<file path="config.mk">
export PLATFORM = sky130hd
export DESIGN_NAME = ppu_line_buf_flat
export DESIGN_NICKNAME = d
export VERILOG_FILES = /design/src/rtl/ppu_line_buf_if.sv /design/src/rtl/ppu_line_buf.sv /design/src/flat_wrapper.sv
export SDC_FILE = /design/constraint.sdc
export NUM_CORES = 2
export LEC_CHECK = 0
export ABC_AREA = 0
export BUFFER_PORTS_ARGS = -buffer_cell sky130_fd_sc_hd__buf_2
export CORE_MARGIN = 4
export CORE_UTILIZATION = 54
export CTS_BUF_LIST = sky130_fd_sc_hd__clkbuf_2
export DETAILED_ROUTE_END_ITERATION = 10
export PLACE_DENSITY_LB_ADDON = 0.12
export SKIP_LAST_GASP = 1
export SYNTH_ARGS = -nofsm -noshare
export SYNTH_HDL_FRONTEND = slang
export SYNTH_SLANG_ARGS = --single-unit
</file>
<file path="constraint.sdc">
create_clock -name clk_in -period 2.7 [get_ports clk_in]
set_input_delay 0.54 -clock clk_in [delete_from_list [all_inputs] [get_ports clk_in]]
set_output_delay 0.54 -clock clk_in [all_outputs]
set_load 0.005 [all_outputs]
</file>
<file path="src/rtl/ppu_line_buf_if.sv">
// Renderer-write / VGA-read signal bundle for the scanline double buffer.
// The master side is the PPU/VGA environment; the slave side is the buffer.
interface ppu_line_buf_if;
  logic       wr_en_in;
  logic [5:0] wr_data_in;
  logic       wr_ready_out;
  logic [9:0] nes_x_in;
  logic [9:0] nes_y_in;
  logic [9:0] nes_y_next_in;
  logic       pix_pulse_in;
  logic [5:0] sys_palette_idx_out;
  logic       line_req_out;
  logic [7:0] line_num_out;
  logic       underrun_out;

  modport master (
    output wr_en_in, wr_data_in, nes_x_in, nes_y_in, nes_y_next_in, pix_pulse_in,
    input  wr_ready_out, sys_palette_idx_out, line_req_out, line_num_out, underrun_out
  );

  modport slave (
    input  wr_en_in, wr_data_in, nes_x_in, nes_y_in, nes_y_next_in, pix_pulse_in,
    output wr_ready_out, sys_palette_idx_out, line_req_out, line_num_out, underrun_out
  );
endinterface

</file>
<file path="src/rtl/ppu_line_buf.sv">
// Double-buffered 256x6 NES scanline buffer: renderer fills the back bank while
// the VGA stage reads the front bank; banks swap on each visible NES line start.
module ppu_line_buf (
  input logic           clk_in,
  input logic           rst_in,
  ppu_line_buf_if.slave bus
);

  logic [5:0] bank0_q [256];
  logic [5:0] bank1_q [256];

  logic [9:0] q_y_q;
  logic       rd_sel_q,   rd_sel_d;
  logic [7:0] wr_ptr_q,   wr_ptr_d;
  logic       full_q,     full_d;
  logic [5:0] idx_q,      idx_d;
  logic       req_q,      req_d;
  logic [7:0] num_q,      num_d;
  logic       underrun_q, underrun_d;

  logic       line_evt;
  logic       vis_evt;
  logic       pre_evt;
  logic       wr_acc;
  logic [7:0] rd_addr;
  logic [5:0] rd_data;
  logic       unused_x_hi;

  assign unused_x_hi = &{1'b0, bus.nes_x_in[9:8]};

  // A change of NES y fires once per NES line, even when the doubler repeats y.
  assign line_evt = (bus.nes_y_in != q_y_q);
  assign vis_evt  = line_evt && (bus.nes_y_in < 10'd240);
  assign pre_evt  = line_evt && (bus.nes_y_in >= 10'd240) && (bus.nes_y_next_in == '0);
  assign wr_acc   = bus.wr_en_in && !full_q && !vis_evt && !pre_evt;

  // Reading x+1 on the pulse makes the data valid when nes_x_in advances.
  assign rd_addr  = bus.nes_x_in[7:0] + 8'd1;
  assign rd_data  = rd_sel_q ? bank1_q[rd_addr] : bank0_q[rd_addr];

  always_comb begin
    rd_sel_d   = rd_sel_q;
    wr_ptr_d   = wr_ptr_q;
    full_d     = full_q;
    idx_d      = idx_q;
    req_d      = 1'b0;
    num_d      = num_q;
    underrun_d = underrun_q;

    if (bus.pix_pulse_in) begin
      idx_d = rd_data;
    end

    if (vis_evt) begin
      if (full_q) begin
        rd_sel_d = !rd_sel_q;
      end else begin
        underrun_d = 1'b1;
      end
      wr_ptr_d = '0;
      full_d   = 1'b0;
      if (bus.nes_y_in < 10'd239) begin
        req_d = 1'b1;
        num_d = bus.nes_y_in[7:0] + 8'd1;
      end
    end else if (pre_evt) begin
      wr_ptr_d = '0;
      full_d   = 1'b0;
      req_d    = 1'b1;
      num_d    = '0;
    end else if (wr_acc) begin
      wr_ptr_d = wr_ptr_q + 8'd1;
      if (wr_ptr_q == 8'hFF) begin
        full_d = 1'b1;
      end
    end
  end

  always_ff @(posedge clk_in or negedge rst_in) begin
    if (!rst_in) begin
      q_y_q      <= '0;
      rd_sel_q   <= 1'b0;
      wr_ptr_q   <= '0;
      full_q     <= 1'b0;
      idx_q      <= '0;
      req_q      <= 1'b0;
      num_q      <= '0;
      underrun_q <= 1'b0;
    end else begin
      q_y_q      <= bus.nes_y_in;
      rd_sel_q   <= rd_sel_d;
      wr_ptr_q   <= wr_ptr_d;
      full_q     <= full_d;
      idx_q      <= idx_d;
      req_q      <= req_d;
      num_q      <= num_d;
      underrun_q <= underrun_d;
    end
  end

  always_ff @(posedge clk_in) begin
    if (wr_acc) begin
      if (rd_sel_q) begin
        bank0_q[wr_ptr_q] <= bus.wr_data_in;
      end else begin
        bank1_q[wr_ptr_q] <= bus.wr_data_in;
      end
    end
  end

  assign bus.wr_ready_out        = !full_q;
  assign bus.sys_palette_idx_out = idx_q;
  assign bus.line_req_out        = req_q;
  assign bus.line_num_out        = num_q;
  assign bus.underrun_out        = underrun_q;

endmodule
</file>
<file path="src/flat_wrapper.sv">
// flat-port wrapper written by rule: the top's interface ports become plain ports
module ppu_line_buf_flat 
  (clk_in, rst_in, bus_wr_en_in, bus_wr_data_in, bus_nes_x_in, bus_nes_y_in, bus_nes_y_next_in, bus_pix_pulse_in, bus_wr_ready_out, bus_sys_palette_idx_out, bus_line_req_out, bus_line_num_out, bus_underrun_out);
  ppu_line_buf_if bus_i ();
  input logic clk_in;
  input logic rst_in;
  input wire logic [$bits(bus_i.wr_en_in)-1:0] bus_wr_en_in;
  input wire logic [$bits(bus_i.wr_data_in)-1:0] bus_wr_data_in;
  input wire logic [$bits(bus_i.nes_x_in)-1:0] bus_nes_x_in;
  input wire logic [$bits(bus_i.nes_y_in)-1:0] bus_nes_y_in;
  input wire logic [$bits(bus_i.nes_y_next_in)-1:0] bus_nes_y_next_in;
  input wire logic [$bits(bus_i.pix_pulse_in)-1:0] bus_pix_pulse_in;
  output wire logic [$bits(bus_i.wr_ready_out)-1:0] bus_wr_ready_out;
  output wire logic [$bits(bus_i.sys_palette_idx_out)-1:0] bus_sys_palette_idx_out;
  output wire logic [$bits(bus_i.line_req_out)-1:0] bus_line_req_out;
  output wire logic [$bits(bus_i.line_num_out)-1:0] bus_line_num_out;
  output wire logic [$bits(bus_i.underrun_out)-1:0] bus_underrun_out;
  assign bus_i.wr_en_in = bus_wr_en_in;
  assign bus_i.wr_data_in = bus_wr_data_in;
  assign bus_i.nes_x_in = bus_nes_x_in;
  assign bus_i.nes_y_in = bus_nes_y_in;
  assign bus_i.nes_y_next_in = bus_nes_y_next_in;
  assign bus_i.pix_pulse_in = bus_pix_pulse_in;
  assign bus_wr_ready_out = bus_i.wr_ready_out;
  assign bus_sys_palette_idx_out = bus_i.sys_palette_idx_out;
  assign bus_line_req_out = bus_i.line_req_out;
  assign bus_line_num_out = bus_i.line_num_out;
  assign bus_underrun_out = bus_i.underrun_out;
  ppu_line_buf u_core (.clk_in(clk_in), .rst_in(rst_in), .bus(bus_i));
endmodule
</file>
* Yosys cells after proc, flatten, opt, wreduce, memory -nomap -nowiden
Memories as Yosys holds them, arrays and structs flattened. Index checks and enable logic that the tools add are counted.
Word-level totals: flip-flop bits (word level) 36, RAM bits 3072, input port bits 40, output and inout bits 17, logic and storage cells 58, memories kept 2
Operators by class: $add $sub $neg 3, $lt $le $gt $ge 3, equal/unequal tests 3, mux-type cells 20, bitwise gates (word level) 1, reductions and logical operators 18
Memory list:
- u_core.bank0_q | depth 256, width 6, read ports 1, clocked after Yosys merged registers in 0, write ports 1, line ppu_line_buf.sv:9 | logic [5:0] bank0_q [256];
- u_core.bank1_q | depth 256, width 6, read ports 1, clocked after Yosys merged registers in 0, write ports 1, line ppu_line_buf.sv:10 | logic [5:0] bank1_q [256];
Operators with widths (count):
- $mux 8 | 6
- $add 8x1->8 const B | 3
- $lt 10x8->1 const B | 2
- $mux 1 | 13
- $ge 10x8->1 const B | 1
- $logic_not 10->1 | 1
- $ne 10x10->1 | 1
- $eq 8x8->1 const B | 1
- $reduce_and 2->1 | 4
- $logic_and 1x1->1 | 6
- $mux 6 | 1
- $reduce_bool 3->1 | 2
- $logic_not 1->1 | 4
- $ne 2x2->1 const B | 1
- $reduce_bool 2->1 | 1
- $not 1->1 | 1

* Depth between registers and ports, before layout
depth after elaboration 8, mapped depth 12, gate-level depth less buffers 8

* Worst setup path before layout
No wires, ideal clock.
path type input port to flip-flop, start input bus_nes_y_in[4], end memory u_core.bank0_q[187][0], enable pin, data arrival time 2.755 ns, required time 2.350 ns, setup slack -0.405 ns, stages on the path 10, cells stage by stage clkbuf_1 > xnor2_1 > nand4_1 > nor4_1 > a21oi_1 > nor3_2 > buf_2 > nand4b_1 > clkbuf_1 > nor2_1
On the way: cells in the longest elaborated chain, start to end 7, elaborated cells on any way between the ends 12, those cells by class order compare: 2; eq/ne: 1; mux: 2; reduce/logical: 7
Ends and longest elaborated chain:
- from (decl) | line flat_wrapper.sv:10 | input wire logic [$bits(bus_i.nes_y_in)-1:0] bus_nes_y_in;
- $lt 10x8->1, or another cell as far along | line ppu_line_buf.sv:33 | assign vis_evt = line_evt && (bus.nes_y_in < 10'd240);
- $logic_and 1x1->1, on equally long branches | line ppu_line_buf.sv:33, ppu_line_buf.sv:34
- $logic_not 1->1 / $logic_and 1x1->1 (equally long branches) | line ppu_line_buf.sv:35, ppu_line_buf.sv:34
- $logic_and 1x1->1 / $logic_not 1->1 (equally long branches) | line ppu_line_buf.sv:35 | assign wr_acc = bus.wr_en_in && !full_q && !vis_evt && !pre_evt;
- $logic_and 1x1->1 * | line ppu_line_buf.sv:35
- $mux 1 * | line ppu_line_buf.sv:102 | if (wr_acc) begin
- $mux 1 (implied by the code) * | line ppu_line_buf.sv:104 | bank0_q[wr_ptr_q] <= bus.wr_data_in;
- to (decl) | line ppu_line_buf.sv:9
Every way passes the cells marked *; elsewhere a longest branch is shown, timed or not.

* Worst setup path in the final report
start register u_core.idx_q[3] (netlist: u_core.bus.sys_palette_idx_out[3]), end output bus_sys_palette_idx_out[3]
RTL lines:
- from (decl) | line ppu_line_buf.sv:16 | logic [5:0] idx_q, idx_d;
- from (signal assigned) | line ppu_line_buf.sv:94 | idx_q <= idx_d;
- to (decl) | line flat_wrapper.sv:14 | output wire logic [$bits(bus_i.sys_palette_idx_out)-1:0] bus_sys_palette_idx_out;
No word-level cell between the ends.

==> flow_summary.json <==
{
  "outcome": "complete, but fails checks",
  "violations": "setup timing",
  "clkSlewWorstSetupHoldPaths_ns": 0.11,
  "layout_min_cycle_time_ns": 3.23,
  "initial_core_util": 0.543,
  "grtUsageTotal": 0.287,
  "num_rows": 174,
  "mostFrequentLayoutCells": "3072 x edfxtp_1, 1068 x clkbuf_2, 747 x mux4_2, 730 x buf_4, 349 x nor2_4",
  "crit_slowest_cell": "dfrtp_2",
  "crit_family": "flip-flops",
  "critical_path.cell_chain": "buf_6",
  "syn_nets": 6081,
  "relSlewSlack": 0.130,
  "htreeDepth": 6,
  "clock-sinks": 3108,
  "core_um2": 225000,
  "synth_flop_cell": "edfxtp_1",
  "cp.arrival_ns": 2.69,
  "rrSetupSlack_ns": -0.40,
  "finalNetCount": 7866,
  "ys_types": 82,
  "fill_cells": 15254,
  "min_period_over_period": 1.20,
  "path_buf_inv": 1,
  "dr.pass1.iters": 10,
  "syn-cell-area_um2": 122000,
  "multi_input_area_um2": 30400,
  "critical_path_class": "flop to output port",
  "worstSkewPairLatency_ns": 2.00,
  "cts_root_buf": "clkbuf_2",
  "fmax_ghz": 0.309,
  "p_total_mw": 92.9,
  "remaining_drc_errors": 0,
  "hold_viol_final": 0,
  "cp_max_fo": 2,
  "avgSynthCellArea_um2": 20.2,
  "io_pins": 57,
  "antenna_found_initial": 16,
  "setup_viol": 3067,
  "layout_setup_ws_ns": -0.533,
  "synth_warnings": 0,
  "preCtsSetupSlack_ns": -1.71,
  "dp_hpwl_um": 209000,
  "final_max_slew_viol_count": 0,
  "portBuffers": 54,
  "die_area_um2": 233000,
  "fin_area_um2": 149000,
  "worstHoldPathType": "primary input to flop",
  "die-width_um": 483,
  "critPathMaxStageDelay_ns": 0.53,
  "yosys_register_bits": 3108,
  "p_leak_nw": 50.4,
  "seq_area_frac_synth": 0.764,
  "place.gp.congestion": 0.884,
  "worst_pin_slew_ns": 1.31,
  "cts_tree": "done",
  "grt_overflow": 0,
  "cp.required_ns": 2.16,
  "final_util": 0.664,
  "seq_area_um2": 93200,
  "drive_above_1_share": 0.440,
  "wl_um": 336000,
  "final_antenna_net_count": 0,
  "critPathLaunchType": "flop",
  "detail_route.wl_per_cell_um": 29.6,
  "final_common_cell": "edfxtp_1",
  "area_delta_synth_final_pct": 22.4,
  "place_area_um2": 137000,
  "rsz0062_at_grt": "yes",
  "grt_pass1_wl_um": 486000,
  "via_per_inst": 6.02,
  "maxCapViolCount": 0,
  "clock_path_buffers": 4,
  "p_per_area_nw_per_um2": 623,
  "async_flop_share": 0.0116,
  "vias": 68406,
  "worstSetupEndpointType": "output port",
  "synth_edf_count": 3072,
  "cts_buffers": 766,
  "grt_pass1_vias": 70929,
  "drt_iter0_drc": 7340,
  "finClkSkew_ns": 0.186,
  "syn_inst": 6034,
  "grt_max_degree": 81,
  "tns_ns": -552.94,
  "ir_drop_uv": 472,
  "die_h_um": 483
}
## cell usage after synthesis (10+ instances only)
cell type | number | area [µm²]
edfxtp_1 | 3072 | 92200
mux4_2 | 747 | 16800
nor2_1 | 550 | 2060
nand2_1 | 343 | 1290
mux2i_1 | 263 | 2630
clkbuf_1 | 201 | 754
nand3_1 | 177 | 886
buf_2 | 138 | 691
o22ai_1 | 59 | 369
dfrtp_1 | 36 | 901
a21oi_1 | 32 | 160
o21ai_0 | 32 | 160
a32oi_1 | 25 | 219
buf_4 | 24 | 180
and3_1 | 23 | 144
nand4_1 | 21 | 131
nor3_1 | 21 | 105
nor4_1 | 21 | 131
buf_1 | 17 | 63.8
o22a_1 | 17 | 149
xnor2_1 | 14 | 123
a311oi_1 | 13 | 114
a32o_1 | 12 | 120
o211ai_1 | 11 | 82.6
inv_1 | 10 | 37.5
## report_power, final
| group | internal (mW) | switching (mW) | leakage [nW] |
|---|---|---|---|
| combinational | 3.98 | 5.45 | 17.3 |
| clock | 11.9 | 18.4 | 5.05 |
| sequential | 53.0 | 0.151 | 28.0 |
## layer usage
metal,global-route usage,up-vias,share of wire
met2,0.453,3313,0.48
li1,-,28863,-
met1,0.390,35563,0.38
met5,0,-,0.00011
met3,0.0693,661,0.090
met4,0.116,6,0.040
## final timing paths
kind	startpoint	to	cells past startpoint
min in group asynchronous	rst_in	u_core.bus.line_num_out[7]	4
hold reg to reg	u_core.bus.line_num_out[1]	u_core.bus.line_num_out[1]	2
setup reg to reg	u_core.q_y_q[1]	u_core.bank0_q[75][4]	13
max in group asynchronous	rst_in	u_core.bus.sys_palette_idx_out[0]	5
setup / recovery	u_core.bus.sys_palette_idx_out[3]	bus_sys_palette_idx_out[3]	1
hold / removal	bus_wr_en_in	u_core.bank0_q[176][4]	9
## logic make-up (layout without fill, tap and decap cells)
group,Yosys count,count (layout),share of synthesized area
AOI/OAI and AO/OA,279,279,0.0167
muxes,1018,1018,0.160
DFF,3108,3108,0.764
adders and majority gates,7,7,0.000719
xor gates and xnor gates,21,21,0.00163
buffers and inverters,394,2713,0.0143
and+or+nand+nor,1207,1207,0.0420
other,0,16,0
## area by class of cell
type	instances	area share
antenna	16	0.000268
clock buffer	1068	0.0358
clock inverter	234	0.00878
inverter	13	0.000361
multi-input combinational	2532	0.204
sequential	3108	0.624
tap	2992	0.0251
timing repair buffer	1398	0.101
## registers in the layout, summed over array words and instances, names as in the netlist
register	flops
u_core.full_q	1
u_core.bank1_q	1536
u_core.bus.sys_palette_idx_out	6
u_core.bus.line_req_out	1
u_core.wr_ptr_q	8
u_core.q_y_q	10
u_core.bus.line_num_out	8
u_core.bank0_q	1536
u_core.bus.underrun_out	1
u_core.rd_sel_q	1
## per-stage QoR
step                      hold WS [ns]  cells
final                            0.221  11361
after global routing            0.0628  11357
after CTS                      0.00290  11317
after detailed placement         0.469   9862
after global placement           0.466   9862
after floorplan                  0.244   6034
## what timing repair did
| item | 4_1_cts | 5_1_grt |
|---|---|---|
| hold buffers | 93 | 4 |
| pin swaps | 124 | 94 |
| gates resized for setup | 507 | 368 |
| endpoints found under the setup margin | 1960 | 3105 |
| hold endpoints to repair | 6201 | 15 |
| buffers inserted | 38 | 37 |
| gates cloned | 25 | 5 |
No activity file was read; power rests on OpenSTA's default activity.
